**src/rtl/lock_ctrl.sv**
```systemverilog
// Keypad lock controller: collects four BCD digits, checks them against a stored PIN,
// times the unlock window and enforces an alarm lockout after repeated failures.
module lock_ctrl #(
   parameter logic [15:0] DEFAULT_PIN    = 16'h1234,
   parameter int unsigned MAX_TRIES      = 3,
   parameter logic [15:0] UNLOCK_CYCLES  = 16'd100,
   parameter logic [15:0] LOCKOUT_CYCLES = 16'd1000
) (
   input  logic       clk,
   input  logic       reset_n,
   input  logic [3:0] digit,
   input  logic       digit_valid,
   input  logic       enter,
   input  logic       clear,
   input  logic       prog_en,
   output logic       access,
   output logic       alarm,
   output logic       locked_out,
   output logic [2:0] tries_left,
   output logic [2:0] digit_cnt
);

   localparam logic [2:0] MaxTries = 3'(MAX_TRIES);

   typedef enum logic [1:0] {StIdle, StCheck, StUnlocked, StLockout} state_t;

   state_t      state;
   logic [15:0] pin_reg;
   logic [15:0] code_buf;
   logic [2:0]  fail_cnt;
   logic [15:0] timer;

   logic key_ok;
   logic match;
   logic prog_ok;

   assign key_ok  = digit_valid && (digit <= 4'd9) && (digit_cnt < 3'd4);
   assign match   = (digit_cnt == 3'd4) && (code_buf == pin_reg);
   assign prog_ok = prog_en && (digit_cnt == 3'd4);

   // fail_cnt sits at MaxTries only while locked out, so tries_left reads 0 there
   assign tries_left = MaxTries - fail_cnt;
   assign locked_out = alarm;

   always_ff @(posedge clk or negedge reset_n) begin
      if (!reset_n) begin
         state     <= StIdle;
         pin_reg   <= DEFAULT_PIN;
         code_buf  <= 16'h0000;
         digit_cnt <= 3'd0;
         fail_cnt  <= 3'd0;
         timer     <= 16'd0;
         access    <= 1'b0;
         alarm     <= 1'b0;
      end else begin
         unique case (state)
            StIdle: begin
               if (clear) begin
                  code_buf  <= 16'h0000;
                  digit_cnt <= 3'd0;
               end else if (enter) begin
                  state <= StCheck;
               end else if (key_ok) begin
                  code_buf  <= {code_buf[11:0], digit};
                  digit_cnt <= digit_cnt + 3'd1;
               end
            end

            StCheck: begin
               code_buf  <= 16'h0000;
               digit_cnt <= 3'd0;
               if (match) begin
                  state    <= StUnlocked;
                  fail_cnt <= 3'd0;
                  timer    <= UNLOCK_CYCLES - 16'd1;
                  access   <= 1'b1;
               end else if (fail_cnt + 3'd1 == MaxTries) begin
                  state    <= StLockout;
                  fail_cnt <= MaxTries;
                  timer    <= LOCKOUT_CYCLES - 16'd1;
                  alarm    <= 1'b1;
               end else begin
                  state    <= StIdle;
                  fail_cnt <= fail_cnt + 3'd1;
               end
            end

            StUnlocked: begin
               if (timer == 16'd0) begin
                  // window expiry wins over any keypad activity in the same cycle
                  state     <= StIdle;
                  access    <= 1'b0;
                  code_buf  <= 16'h0000;
                  digit_cnt <= 3'd0;
               end else begin
                  timer <= timer - 16'd1;
                  if (clear) begin
                     code_buf  <= 16'h0000;
                     digit_cnt <= 3'd0;
                  end else if (enter) begin
                     code_buf  <= 16'h0000;
                     digit_cnt <= 3'd0;
                     if (prog_ok) begin
                        pin_reg <= code_buf;
                        access  <= 1'b0;
                        state   <= StIdle;
                     end
                  end else if (key_ok) begin
                     code_buf  <= {code_buf[11:0], digit};
                     digit_cnt <= digit_cnt + 3'd1;
                  end
               end
            end

            StLockout: begin
               if (timer == 16'd0) begin
                  state    <= StIdle;
                  fail_cnt <= 3'd0;
                  alarm    <= 1'b0;
               end else begin
                  timer <= timer - 16'd1;
               end
            end

            default: state <= StIdle;
         endcase
      end
   end

endmodule

```
**config.mk**
```make
export PLATFORM = sky130hd
export DESIGN_NAME = lock_ctrl
export DESIGN_NICKNAME = d
export VERILOG_FILES = /design/src/rtl/lock_ctrl.sv
export SDC_FILE = /design/constraint.sdc
export NUM_CORES = 1
export LEC_CHECK = 0
export CORE_UTILIZATION = 30
export CTS_CLUSTER_DIAMETER = 120
export DETAILED_ROUTE_END_ITERATION = 12
export PLACE_DENSITY = 0.51
export SYNTH_ARGS = -nofsm -noshare
export SYNTH_HDL_FRONTEND = slang
export SYNTH_SLANG_ARGS = --single-unit
```
**constraint.sdc**
```tcl
create_clock -name clk -period 2.2 [get_ports clk]
set_input_delay 0.44 -clock clk [delete_from_list [all_inputs] [get_ports clk]]
set_output_delay 0.44 -clock clk [all_outputs]
set_load 0.01 [all_outputs]
```
==> results of run 1 <==
how the worst min path moves through the flow:
stage	start	to	slack, ns
2_1_floorplan	reset_n	access$_DFFE_PN0P_	0.14
6_report	reset_n	timer[14]$_DFFE_PN0P_	0.10
3_3_place_gp	reset_n	fail_cnt[1]$_DFFE_PN0P_	0.48
3_5_place_dp	reset_n	fail_cnt[1]$_DFFE_PN0P_	0.48
5_1_grt	reset_n	code_buf[6]$_DFFE_PN0P_	0.14
4_1_cts	reset_n	timer[13]$_DFFE_PN0P_	0.11
cell usage after synthesis (3+ instances only):
cell type and n:
nand4_1 6, o31ai_1 10, and2_1 4, nor3_1 5
dfstp_2 5, dfrtp_1 53, clkbuf_1 8, buf_2 6
or3_1 4, nor3_2 3, nand2_1 18, nor2_1 30
a21oi_1 12, o22ai_1 3, nor4_1 3, a211oi_1 4
nand3_1 4, o22a_1 3, xnor2_1 16, ha_1 10
a31oi_1 7, mux2_2 16, buf_4 3, inv_1 17
mux2i_1 19, o21ai_0 10
cell families (layout without fill, tap and decap cells):
group | count (synthesis) | in the layout | synth area share [%]
adder cells (fa/ha/maj) | 10 | 10 | 3.88
AND/OR/NAND/NOR | 92 | 92 | 14.7
AO/OA/AOI/OAI | 69 | 69 | 15.1
buffers and inverters | 35 | 86 | 4.89
XOR/XNOR | 17 | 17 | 4.62
multiplexers | 35 | 35 | 11.5
flip-flops | 58 | 58 | 45.2
critical path, stage by stage (launching register included):
cell	delay, ns
dfstp_2	0.53
xnor2_1	0.11
nand4_1	0.19
nor3_4	0.29
a211oi_4	0.11
buf_6	0.18
or3_1	0.35
a32o_1	0.21
power by group through the flow:
stage	clock network, mW	registers [mW]	logic (mW)
global placement	0	1.26	1.62
detailed placement	0	1.26	1.62
CTS	1.15	1.24	1.63
global route	1.20	1.26	1.86
finish	1.12	1.24	1.69
floorplan	0	1.27	0.973
per-layer routing:
metal	GRT usage (%)	part of all wire, %	vias to the layer above
met5	0	0	-
met4	5.65	1.4	0
met3	2.84	3.6	11
met2	23.0	46	53
met1	19.7	49	1225
li1	-	-	1238
area by class of cell:
type	count	area, um2
clock buffer	9	124
clock inverter	7	103
sequential	58	1460
inverter	17	63.8
fill	1038	6300
timing repair buffer	53	495
tap	136	170
multi-input combinational	223	1650
what timing repair did:
item | 4_1_cts | 5_1_grt
buffers inserted | 0 | 1
resized for setup | 3 | 9
setup endpoints to repair | 18 | 10
cells in the final DEF, fill, tap and decap left out, drive strengths merged, types with 10 or more instances in the layout:
cell	netlist	layout
dfrtp	53	53
buf	10	36
nor2	31	31
mux2i	19	19
inv	17	18
nand2	18	18
clkdlybuf4s50	0	17
mux2	16	16
xnor2	16	16
a21oi	12	12
o31ai	10	10
ha	10	10
o21ai	10	10
==> summary.md, run 1 <==
| Metric | Value |
|---|---|
| Worst reg-to-reg setup slack | between 0.1 and 0.15 ns |
| Final net count | between 300 and 400 |
| # IOs | 19 |
| Setup TNS | 0 ns |
| Clk network pwr share | 27.7% |
| Initial core utilization | a little under a third |
| Hold buffers post-CTS | 0 |
| Synth Net Count | ~340 |
| Row cnt | 37 |
| Antenna-violating nets left | 0 |
| GP Congestion | about 0.79 |
| Period Utilization, post-route | a little over nine tenths |
| Post-synth top area cell | dfrtp_1 |
| Worst Setup Slack, final | around 0.11 ns |
| FF-to-FF End | timer[4]$_DFFE_PN0P_ |
| Final instance area | just over 0.004 mm2 |
| Layout cells sized above 1 | between 20% and 30% |
| Via density | about 5.0 |
| Setup violators final | 0 |
| Worst vdd ir | 0.000497 V |
| Design Power | 4.05 mW |
| Synth warn | 0 |
| Hold Crit Class | in -> async |
| Routed length per instance | ~15 um |
| Total grt overflow | 0 |
| CP Capture Point | timer[4]$_DFFE_PN0P_ |
| Total Routing Usage GR | around 15% |
| Clock-pin slew on the worst setup and hold paths | ~0.080 ns |
| CTS tree | yes |
| Worst slew margin | between 70% and 80% |
| Endpoint class of the critical path | flip-flop |
| Max FO, Critical Path | 16 |
| Initial DRC count | between 100 and 150 |
| Root buffer cell | clkbuf_8 |
| Largest cells by area after synthesis | dfrtp_1 41%, mux2i_1 5.9%, mux2_2 5.6% |
| Yosys cell types | 55 |
| F_max | approximately 480 MHz |
| Flop pwr share | 30.7% |
| Final HPWL DP | ~5200 um |
| Fin crit period | 2.09 ns |
| Seq/Total Area, Yosys | between 40 and 50% |
| Internal power | 2.57 mW |
| Crit Path Category | reg -> reg |
| Synthesized area per cell | roughly 10 um2 |
| Via Count | between 2k and 3k |
| Combinational share of power | a little over two fifths |
| Final Hold Violating Endpoints | 0 |
| Vias in the first global route | roughly 2.6k |
| Worst slack, placed | -0.0450 ns |
| Max-cap violations | 0 |
| Worst hold margin | just over 0.1 ns |
| Die W | around 110 um |
| WP data arrival | approximately 2.3 ns |
| Final wirelength | 7460 um |
| DR DRC count | 0 |
| # placed instances | around 500 |
| PwrDens | roughly 1000 mW/mm2 |
| Required time of the critical path | 2.42 ns |
| Sw Pwr | about 1.5 mW |
| Net Sw Frac | 36.5% |
| Flops & latches, synth | 58 |
| Die footprint | ~0.011 mm2 |
| Pin count of the biggest net entering global routing | 59 |
| Clock Skew | 0.00806 ns |
| Leak Pwr | between 1.5 and 2 nW |
| R2R Path Start | pin_reg[9]$_DFFE_PN1P_ |
| Total core area | ~0.010 mm2 |
| Synth-to-Final Area Change | 26.2% |
| Clk_lat worst skew | about 0.34 ns |
| Non-Filler Instances | a little over 500 |
| Max-slew violations | 0 |
| Clk sink count | 58 |
| Reg2reg path depth | 7 |
| Slew @ Worst Pin | 0.445 ns |
| Pre-Repair DR Iteration Count | 4 |
| Port Buffers | 18 |
| Clock Path Buffers | 2 |
| Max H-tree Level | 3 |
| Main flop type after synthesis | dfrtp_1 |
| Status | finished clean |
| DIE HEIGHT | 106 um |
| CTS buffer count | 9 |
| Type of origin of the critical path | flip-flop |
| Dpl cell area | 0.00378 mm2 |
| Syn Inst Count | 316 |
| Cell area after synthesis | around 0.0032 mm2 |
| Antenna violations before repair | 0 |
| Antenna cells | 0 |
| First-pass GRT wire length | ~13000 um |
| CP startpoint | pin_reg[9]$_DFFE_PN1P_ |
| Post-Route Utilization | around two fifths |
| Share of the synthesized area in the top cell type | between 40% and 50% |
| Ys async rst share | 100% |
| Unrepaired setup endpoints after global routing | yes |
| Post-synth EDFFs | 0 |
Power figures use the tool's default switching activity.
==> inputs of run 2 (changes only) <==
--- a/config.mk
+++ b/config.mk
@@ -8,7 +8,10 @@
 export CORE_UTILIZATION = 30
 export CTS_CLUSTER_DIAMETER = 120
 export DETAILED_ROUTE_END_ITERATION = 12
+export HOLD_SLACK_MARGIN = 0.05
+export MAX_ROUTING_LAYER = met4
 export PLACE_DENSITY = 0.51
 export SYNTH_ARGS = -nofsm -noshare
 export SYNTH_HDL_FRONTEND = slang
 export SYNTH_SLANG_ARGS = --single-unit
+export TNS_END_PERCENT = 20
==> run 2 against run 1 <==
Compared with the run above:
- final area is the same
- register-to-register slack is essentially flat
- power is essentially flat
- largest cell class unchanged
==> summary.md, run 2 (same netlist as run 1, synthesis figures left out) <==
| Metric | Value |
|---|---|
| Area of the multi-input gates | 0.00165 mm2 (unchanged) |
| Endpoint class of the critical path | flip-flop |
| Fin crit period | 2.09 ns (unchanged) |
| Root buffer cell | clkbuf_8 |
| Hold buffers post-CTS | 0 (unchanged) |
| Met2 WL post-DR | 3420 um (unchanged) |
| Die W | 106 um (unchanged) |
| Slowest library cell on the worst path | dfstp_2 |
| Slowest stage delay, CP | 0.53 ns (about the same) |
| Max H-tree Level | 3 (unchanged) |
| Worst hold margin | 0.101 ns (-0.0000940 ns) |
| Initial DRC count | 103 (unchanged) |
| Critical-path cell list | xnor2_1 -> nand4_1 -> nor3_4 -> a211oi_4 -> buf_6 -> or3_1 -> a32o_1 |
| Commonest non-fill, non-tap cell in the layout | dfrtp_1 |
| Register area | 0.00146 mm2 (unchanged) |
| Worst reg-to-reg setup slack | 0.11 ns (about the same) |
| R2R Path Start | pin_reg[9]$_DFFE_PN1P_ |
| Pin count of the biggest net entering global routing | 59 (unchanged) |
| DR top layer | met4 |
| Port Buffers | 18 (unchanged) |
| Antenna-violating nets left | 0 (unchanged) |
| CTS tree | yes |
| Met3 wire len | 265 um (-2.6%) |
| Non-Filler Instances | 503 (unchanged) |
| Clock-pin slew on the worst setup and hold paths | 0.08 ns (about the same) |
| Final net count | 382 (unchanged) |
| Required time of the critical path | 2.42 ns (about the same) |
| FF-to-FF End | timer[4]$_DFFE_PN0P_ |
| GP Congestion | 0.797 (+1.4%) |
| Final instance area | 0.00407 mm2 (unchanged) |
| Dpl cell area | 0.00378 mm2 (unchanged) |
| # IOs | 19 (unchanged) |
| Final Hold Violating Endpoints | 0 (unchanged) |
| Die footprint | 0.0112 mm2 (unchanged) |
| Type of origin of the critical path | flip-flop |
| Clock Path Buffers | 2 (unchanged) |
| First-pass GRT wire length | 12900 um (about the same) |
| Via density | 5.02 (unchanged) |
| Layout cells sized above 1 | 25.1% (unchanged) |
| Slew @ Worst Pin | 0.445 ns (-0.0000106 ns) |
| Unrepaired setup endpoints after global routing | yes |
| Total grt overflow | 0 (unchanged) |
| Status | finished clean |
| PwrDens | 997 mW/mm2 (about the same) |
| Row cnt | 37 (unchanged) |
| Filler cell count | 1038 (unchanged) |
| Initial core utilization | 31.1% (unchanged) |
| Max-cap violations | 0 (unchanged) |
| Max FO, Critical Path | 16 (unchanged) |
| WL met1 | 3660 um (+0.14%) |
| Final wirelength | 7460 um (unchanged) |
| Clk sink count | 58 (unchanged) |
| Max-slew violations | 0 (unchanged) |
| Worst slack, placed | -0.0450 ns (unchanged) |
| CTS buffer count | 9 (unchanged) |
| Worst slew margin | 70.3% (about the same) |
| DR DRC count | 0 (unchanged) |
| Total core area | 0.0104 mm2 (unchanged) |
| Total Routing Usage GR | 15.0% (+0.42 points) |
| Crit Path Category | reg -> reg |
| WP data arrival | 2.31 ns (about the same) |
| Leak Pwr | 1.78 nW (unchanged) |
| Routed length per instance | 14.8 um (unchanged) |
| Worst vdd ir | 0.000497 V (about the same) |
| Final HPWL DP | 5180 um (unchanged) |
| Most frequent cells in the layout | 53 x dfrtp_1, 30 x nor2_1, 29 x buf_4, 19 x mux2i_1 |
| F_max | 479 MHz (unchanged) |
| Reg2reg path depth | 7 (unchanged) |
| Design Power | 4.05 mW (about the same) |
| Pre-Repair DR Iteration Count | 4 (unchanged) |
| # placed instances | 486 (unchanged) |
| Period Utilization, post-route | 94.9% (unchanged) |
| Setup violators final | 0 (unchanged) |
| Antenna cells | 0 (unchanged) |
| Clock Skew | 0.00806 ns (unchanged) |
| Worst Setup Slack, final | 0.113 ns (unchanged) |
| DIE HEIGHT | 106 um (unchanged) |
| Hold Crit Class | in -> async |
| Via Count | 2527 (unchanged) |
| Vias in the first global route | 2625 (unchanged) |
| Synth-to-Final Area Change | 26.2% (unchanged) |
| Antenna violations before repair | 0 (unchanged) |
| Clk_lat worst skew | 0.34 ns (about the same) |
[run 2: power by group]
group,internal [mW],switching (mW),leakage [nW]
registers,1.16,0.0798,0.732
clock network,0.647,0.474,0.110
logic,0.762,0.926,0.941
[run 2: worst max path at each step]
stage / from / to / slack (ns) / cells past startpoint
5_1_grt: timer[8]$_DFFE_PN0P_ / timer[15]$_DFFE_PN0P_ / -0.03 / 6
3_5_place_dp: enter / state[0]$_DFFE_PN0P_ / -0.05 / 8
3_3_place_gp: timer[8]$_DFFE_PN0P_ / timer[15]$_DFFE_PN0P_ / -0.10 / 6
6_report: pin_reg[9]$_DFFE_PN1P_ / timer[4]$_DFFE_PN0P_ / 0.11 / 7
4_1_cts: fail_cnt[0]$_DFFE_PN0P_ / timer[4]$_DFFE_PN0P_ / 0.05 / 8
2_1_floorplan: timer[0]$_DFFE_PN0P_ / pin_reg[10]$_DFFE_PN0P_ / 0.04 / 9
[run 2: cell type report]
cell class / count / share of cell area (%)
clock inverters: 7 / 2.52
well taps: 136 / 4.19
repair buffers: 53 / 12.2
clock buffers: 9 / 3.05
multi-input cells: 223 / 40.6
flip-flops and latches: 58 / 35.9
inverters: 17 / 1.57
[run 2: stage by stage]
stage          setup TNS [ns]  utilization (%)
2_1_floorplan               0                -
3_3_place_gp           -0.580             36.4
3_5_place_dp           -0.422             36.4
4_1_cts                     0             38.8
5_1_grt               -0.0763             39.2
6_report                    0             39.2
[run 2: layer usage]
layer,vias to the layer above,track usage [%]
met5,-,-
met4,0,5.65
met3,11,2.84
met2,53,23.0
met1,1225,19.7
li1,1238,-
[run 2: worst max-delay path, delay by kind of cell, from the launching register on]
family,cells,cell delay (ns)
xor+xnor,1,0.11
compound gates,2,0.32
simple gates,3,0.83
flops,1,0.53
buf+inv,1,0.18
[run 2: timing repair]
action,in CTS,in global routing
setup buffers,0,1
setup endpoints to repair,18,10
resized for setup,3,9
